<file path="config.mk">
export PLATFORM = sky130hd
export DESIGN_NAME = wght_upd
export DESIGN_NICKNAME = d
export VERILOG_FILES = /design/src/rtl/wght_upd.sv
export SDC_FILE = /design/constraint.sdc
export NUM_CORES = 2
export LEC_CHECK = 0
export CORE_UTILIZATION = 50
export CTS_CLUSTER_DIAMETER = 120
export DETAILED_ROUTE_END_ITERATION = 7
export GPL_TIMING_DRIVEN = 0
export PLACE_DENSITY = 0.68
export SYNTH_ARGS = -nofsm -noshare
export SYNTH_HDL_FRONTEND = slang
export SYNTH_SLANG_ARGS = --single-unit
</file>
<file path="constraint.sdc">
create_clock -name clk -period 13.8 [get_ports clk]
set_input_delay 1.38 -clock clk [delete_from_list [all_inputs] [get_ports clk]]
set_output_delay 1.38 -clock clk [all_outputs]
set_load 0.05 [all_outputs]
</file>
<file path="src/rtl/wght_upd.sv">
`default_nettype none
// ============================================================================
// Module   : wght_upd
// Purpose  : Weight update sequencer. After a batch it walks every weight
//            address, reads the stored weight, subtracts lr * gradient in
//            WIDTH/FRAC fixed point with saturation, writes the result back,
//            then pulses a clear to the accumulator bank and signals done.
// Ports    : clk, rst        - clock, synchronous active-high reset
//            i_start         - start request (accepted only when idle)
//            i_lr            - learning rate, captured at start
//            i_grad          - accumulator value selected by o_addr (comb)
//            i_w             - weight read data, one cycle after o_addr
//            o_addr          - weight/accumulator index
//            o_w, o_we       - weight write data / write enable
//            o_acc_clr       - one-cycle clear pulse to accumulator bank
//            o_busy, o_done  - not idle / one-cycle completion pulse
// Revision : 1.0 - initial release
// ============================================================================
module wght_upd #(
   parameter int WIDTH = 24,
   parameter int FRAC  = 20,
   parameter int NW    = 16,
   parameter int AW    = 4
) (
   input  logic             clk,
   input  logic             rst,
   input  logic             i_start,
   input  logic [WIDTH-1:0] i_lr,
   input  logic [WIDTH-1:0] i_grad,
   input  logic [WIDTH-1:0] i_w,
   output logic [AW-1:0]    o_addr,
   output logic [WIDTH-1:0] o_w,
   output logic             o_we,
   output logic             o_acc_clr,
   output logic             o_busy,
   output logic             o_done
);

   localparam logic [2:0] S_IDLE = 3'd0;
   localparam logic [2:0] S_RD   = 3'd1;
   localparam logic [2:0] S_WR   = 3'd2;
   localparam logic [2:0] S_CLR  = 3'd3;
   localparam logic [2:0] S_DONE = 3'd4;

   localparam int            PW     = 2 * WIDTH;
   localparam logic [AW-1:0] K_LAST = AW'(NW - 1);

   localparam logic [WIDTH-1:0] C_MAX = {1'b0, {(WIDTH-1){1'b1}}};
   localparam logic [WIDTH-1:0] C_MIN = {1'b1, {(WIDTH-1){1'b0}}};

   logic [2:0]       state_q, state_d;
   logic [AW-1:0]    k_q, k_d;
   logic [WIDTH-1:0] lr_q, lr_d;

   // ------------------------------------------------------------------
   // Update arithmetic
   // ------------------------------------------------------------------
   logic signed [PW-1:0] prod;
   logic signed [PW-1:0] shf;
   logic [PW-WIDTH:0]    shf_hi;
   logic [WIDTH-1:0]     d_sat;
   logic [WIDTH:0]       diff;
   logic [WIDTH-1:0]     upd;

   always_comb begin
      prod   = $signed({{WIDTH{lr_q[WIDTH-1]}}, lr_q}) *
               $signed({{WIDTH{i_grad[WIDTH-1]}}, i_grad});
      // Arithmetic shift gives floor for negative products.
      shf    = prod >>> FRAC;
      shf_hi = shf[PW-1:WIDTH-1];
      // The scaled product fits in WIDTH bits only if every bit above the
      // WIDTH-bit sign bit repeats it.
      if ((&shf_hi) || !(|shf_hi)) begin
         d_sat = shf[WIDTH-1:0];
      end else if (shf[PW-1]) begin
         d_sat = C_MIN;
      end else begin
         d_sat = C_MAX;
      end
      diff = {i_w[WIDTH-1], i_w} - {d_sat[WIDTH-1], d_sat};
      // Overflow when the extra sign bit disagrees with the WIDTH-bit sign.
      if (diff[WIDTH] != diff[WIDTH-1]) begin
         upd = diff[WIDTH] ? C_MIN : C_MAX;
      end else begin
         upd = diff[WIDTH-1:0];
      end
   end

   // ------------------------------------------------------------------
   // State register
   // ------------------------------------------------------------------
   always_ff @(posedge clk) begin
      if (rst) begin
         state_q <= S_IDLE;
         k_q     <= '0;
         lr_q    <= '0;
      end else begin
         state_q <= state_d;
         k_q     <= k_d;
         lr_q    <= lr_d;
      end
   end

   // ------------------------------------------------------------------
   // Next-state logic
   // ------------------------------------------------------------------
   always_comb begin
      state_d = state_q;
      k_d     = k_q;
      lr_d    = lr_q;
      case (state_q)
         S_IDLE: begin
            if (i_start) begin
               lr_d    = i_lr;
               k_d     = '0;
               state_d = S_RD;
            end
         end
         S_RD: begin
            state_d = S_WR;
         end
         S_WR: begin
            if (k_q == K_LAST) begin
               state_d = S_CLR;
            end else begin
               k_d     = k_q + AW'(1);
               state_d = S_RD;
            end
         end
         S_CLR: begin
            state_d = S_DONE;
         end
         S_DONE: begin
            state_d = S_IDLE;
         end
         default: begin
            state_d = S_IDLE;
         end
      endcase
   end

   // ------------------------------------------------------------------
   // Output decode
   // ------------------------------------------------------------------
   always_comb begin
      // k only moves at start and in WR, so it also serves as the held
      // address outside RD/WR.
      o_addr    = k_q;
      o_we      = (state_q == S_WR);
      o_w       = (state_q == S_WR) ? upd : '0;
      o_acc_clr = (state_q == S_CLR);
      o_busy    = (state_q != S_IDLE);
      o_done    = (state_q == S_DONE);
   end

endmodule
`default_nettype wire
</file>
==> impl_results.md <==
* Hold Path Class: flop to flop
* Final Util at 0.557
* R2R cell count at 5
* Required @ worst endpoint at 12.42 ns
* R2R Setup Slk at approximately 12 ns
* Crit Path Max Fanout at 10
* CTS tree: built
* Worst reg2reg endpoint: o_addr[3]
* Worst-skew pair later-pin latency at about 0.27 ns
* Max Cap Viol at 0
* Starting DRT DRC Count at 1,290
* Pins Over Slew Limit at 0
* First-pass GRT wire length at 111,000 µm
* Vias in the first global route at a little under 20,000
* WP buf/inv at 8
* Die height at approximately 220 µm
* Flops & latches, synth at 31
* CTS H-tree lvls at 2
* Final #Nets at 3,611
* Critical Path Start Type: input pin
* Ys async rst share at 0
* Sink Count at 31
* Hold depth at 1
* Share of layout cells above drive strength 1 at 0.0505
* Synth area leaders: fa_1 (51%), inv_1 (9.6%), ha_1 (8.2%), and2_1 (6.8%), nand2_1 (6.3%)
* GRT overflow at 0
* Min Tclk post-route at between 10 and 15 ns
* Mapped Nets at approximately 3,500
* Setup TNS at 0 ns
* Synthesized area per cell at 8.90 µm²
* Routed wire per std cell at between 20 and 25 µm
* Root buf cell: clkbuf_16
* Hold EP: state_q[1]
* Post-place instance area at between 0.02 and 0.03 mm²
* Via count at 18,400
* Top_reg_cell synth: dfxtp_1
* Gate Count Post-Synth at about 2,700
* Number of buffers created by CTS at 5
* Share of Yosys cell area claimed by the top area cell type at 0.514
* Tcrit/Tclk final at 0.979
* Die area at between 0.04 and 0.05 mm²
* IO buf count at ~110
* CP Capture Type: primary output
* Slowest stage cell on the critical path: fa_2
* Sequential area share after synthesis at 0.0263
* Vias/cell at 5.43
* Final instance area at ~0.026 mm²
* Warnings, synthesis at 0
* Top delay family on crit path: adder cells
* IO Count at 107
* Initial antenna violation count at 2
* Worst-path clk slew at about 0.05 ns
* Antenna Violating Nets Remaining at 0
* RePlAce Congestion at 0.978
* Least-Margin Pin Slew at 0.906 ns
* Largest area contributor in the netlist: fa_1
* Largest net degree at the start of global routing at 13
* Rel. slew slack at 0.395
* WHS at 0.527 ns
* Area grow syn2layout at 9.66%
* HPWL Detailed at about 63,000 µm
* Mapped Area at between 0.02 and 0.025 mm²
* Count of cell types in the netlist at 73
* FF-to-FF Start: state_q[1]
* Core footprint at 0.0466 mm²
* Max Freq at 74.0 MHz
* Fillers at approximately 4,300
* Clock skew at around 0.0010 ns
* Starting Density at 0.507
* CP peak stage delay at just under 0.7 ns
* Row count at 79
* DR DRC count at 0
* Worst path arrival time at between 10 and 15 ns
* Final setup viols at 0
* Tot GR Track Use at 0.310
* Cts hold-fix bufs at 0
* Crit Path Category: input pin to primary output
* Post-synth EDFFs at 0
* Die X at around 220 µm
* Worst-case clock buffer depth at 2
* Detailed Routing Iterations Pass 1 at 6
* Hold Fails Final Rpt at 0
* HP Start: state_q[2]
* Routed wire length at approximately 71,000 µm
* Status: complete, no violations
* Most frequent CP cell: fa_1
## synth_stat cells (18+ instances only)
cell type  instances
a21o_1            23
a21oi_1          104
and2_1           255
clkbuf_1         117
dfxtp_1           31
fa_1             607
ha_1             155
inv_1            604
nand2_1          398
nand3_1           18
nor2_1            47
o21ai_0           39
o21ai_1           21
xnor2_1           38
xor2_1            23
## worst max-delay path by stage
stage	start	slack, ns	cells after the start	endpoint
after floorplan	i_grad[0]	0.92	35	o_w[22]
after global placement	i_grad[0]	-1.84	38	o_w[17]
after detailed placement	i_grad[0]	-1.86	38	o_w[16]
after CTS	i_grad[0]	0.007	39	o_w[16]
after global routing	i_grad[17]	-0.01	40	o_w[13]
final	i_grad[2]	0.29	37	o_w[6]
## logic make-up (layout without fill, tap and decap cells)
family | count (synthesis) | count (layout) | share of synthesized area
compound gates | 269 | 269 | 0.0717
xor+xnor | 63 | 63 | 0.0240
fa+ha+maj | 762 | 762 | 0.596
buf+inv | 734 | 854 | 0.119
flops | 31 | 31 | 0.0263
mux | 3 | 3 | 0.00127
other cells | 0 | 1 | 0
simple gates | 793 | 793 | 0.162
## sequential cells by signal (all words and copies together), names as in the netlist
register	flops
o_addr	4
lr_q	24
state_q	3
## what timing repair did
| item | CTS | global route |
|---|---|---|
| endpoints found under the hold margin | 0 | 0 |
| pin swaps | 4 | 8 |
| endpoints found under the setup margin | 24 | 24 |
| gates resized for setup | 161 | 84 |
| setup buffers | 6 | 6 |
## stage by stage
step           setup slack, ns  cells
2_1_floorplan            0.918   2655
3_3_place_gp             -1.84   3368
3_5_place_dp             -1.86   3368
4_1_cts                0.00698   3382
5_1_grt                -0.0103   3382
6_report                 0.288   3383
## final cells by class
type,count,area (µm²),share of cell area
antenna,1,2.50,0.0000966
buffer,123,576,0.0222
clock buffer,8,156,0.00604
inverter,605,2280,0.0881
multi-input combinational,1890,20400,0.788
sequential,31,621,0.0240
tap,607,759,0.0293
timing repair buffer,118,1100,0.0423
## placed cells by master, fill, tap and decap left out, types with 4 or more instances in the layout
cell and count:
a211o_1 4, a211oi_1 4, a21o_1 23, a21oi_1 101, a21oi_2 4, a31oi_1 7
and2_1 255, and3_1 5, buf_2 15, buf_4 23, buf_6 8, clkbuf_1 78
clkbuf_16 5, clkbuf_2 31, clkdlybuf4s50_1 69, dfxtp_1 31, dlymetal6s2s_1 11, fa_1 602
fa_2 5, ha_1 155, inv_1 601, nand2_1 398, nand2b_1 16, nand3_1 18
nand4_1 15, nor2_1 47, nor2b_1 5, nor3_1 16, nor3b_1 4, o21a_1 11
o21ai_0 39, o21ai_1 18, o21ai_2 7, o21bai_1 9, xnor2_1 38, xor2_1 23
## worst reg2reg max path: cells and delay by family, from the launching register on
family	cells	cell delay (ns)
AND/OR/NAND/NOR	4	1.32
flip-flops	1	0.42
XOR/XNOR	1	0.16
## per-layer routing
metal  up-vias  GRT usage  part of all wire
met5         -          0           0.00018
met4         2      0.118             0.048
met3       141     0.0496             0.069
met2       653      0.525              0.49
met1      9465      0.398              0.39
li1       8095          -                 -
Power is left out: the tool's default activity adds up to more than one toggle a clock period on the data nets, which glitch-free logic cannot reach.
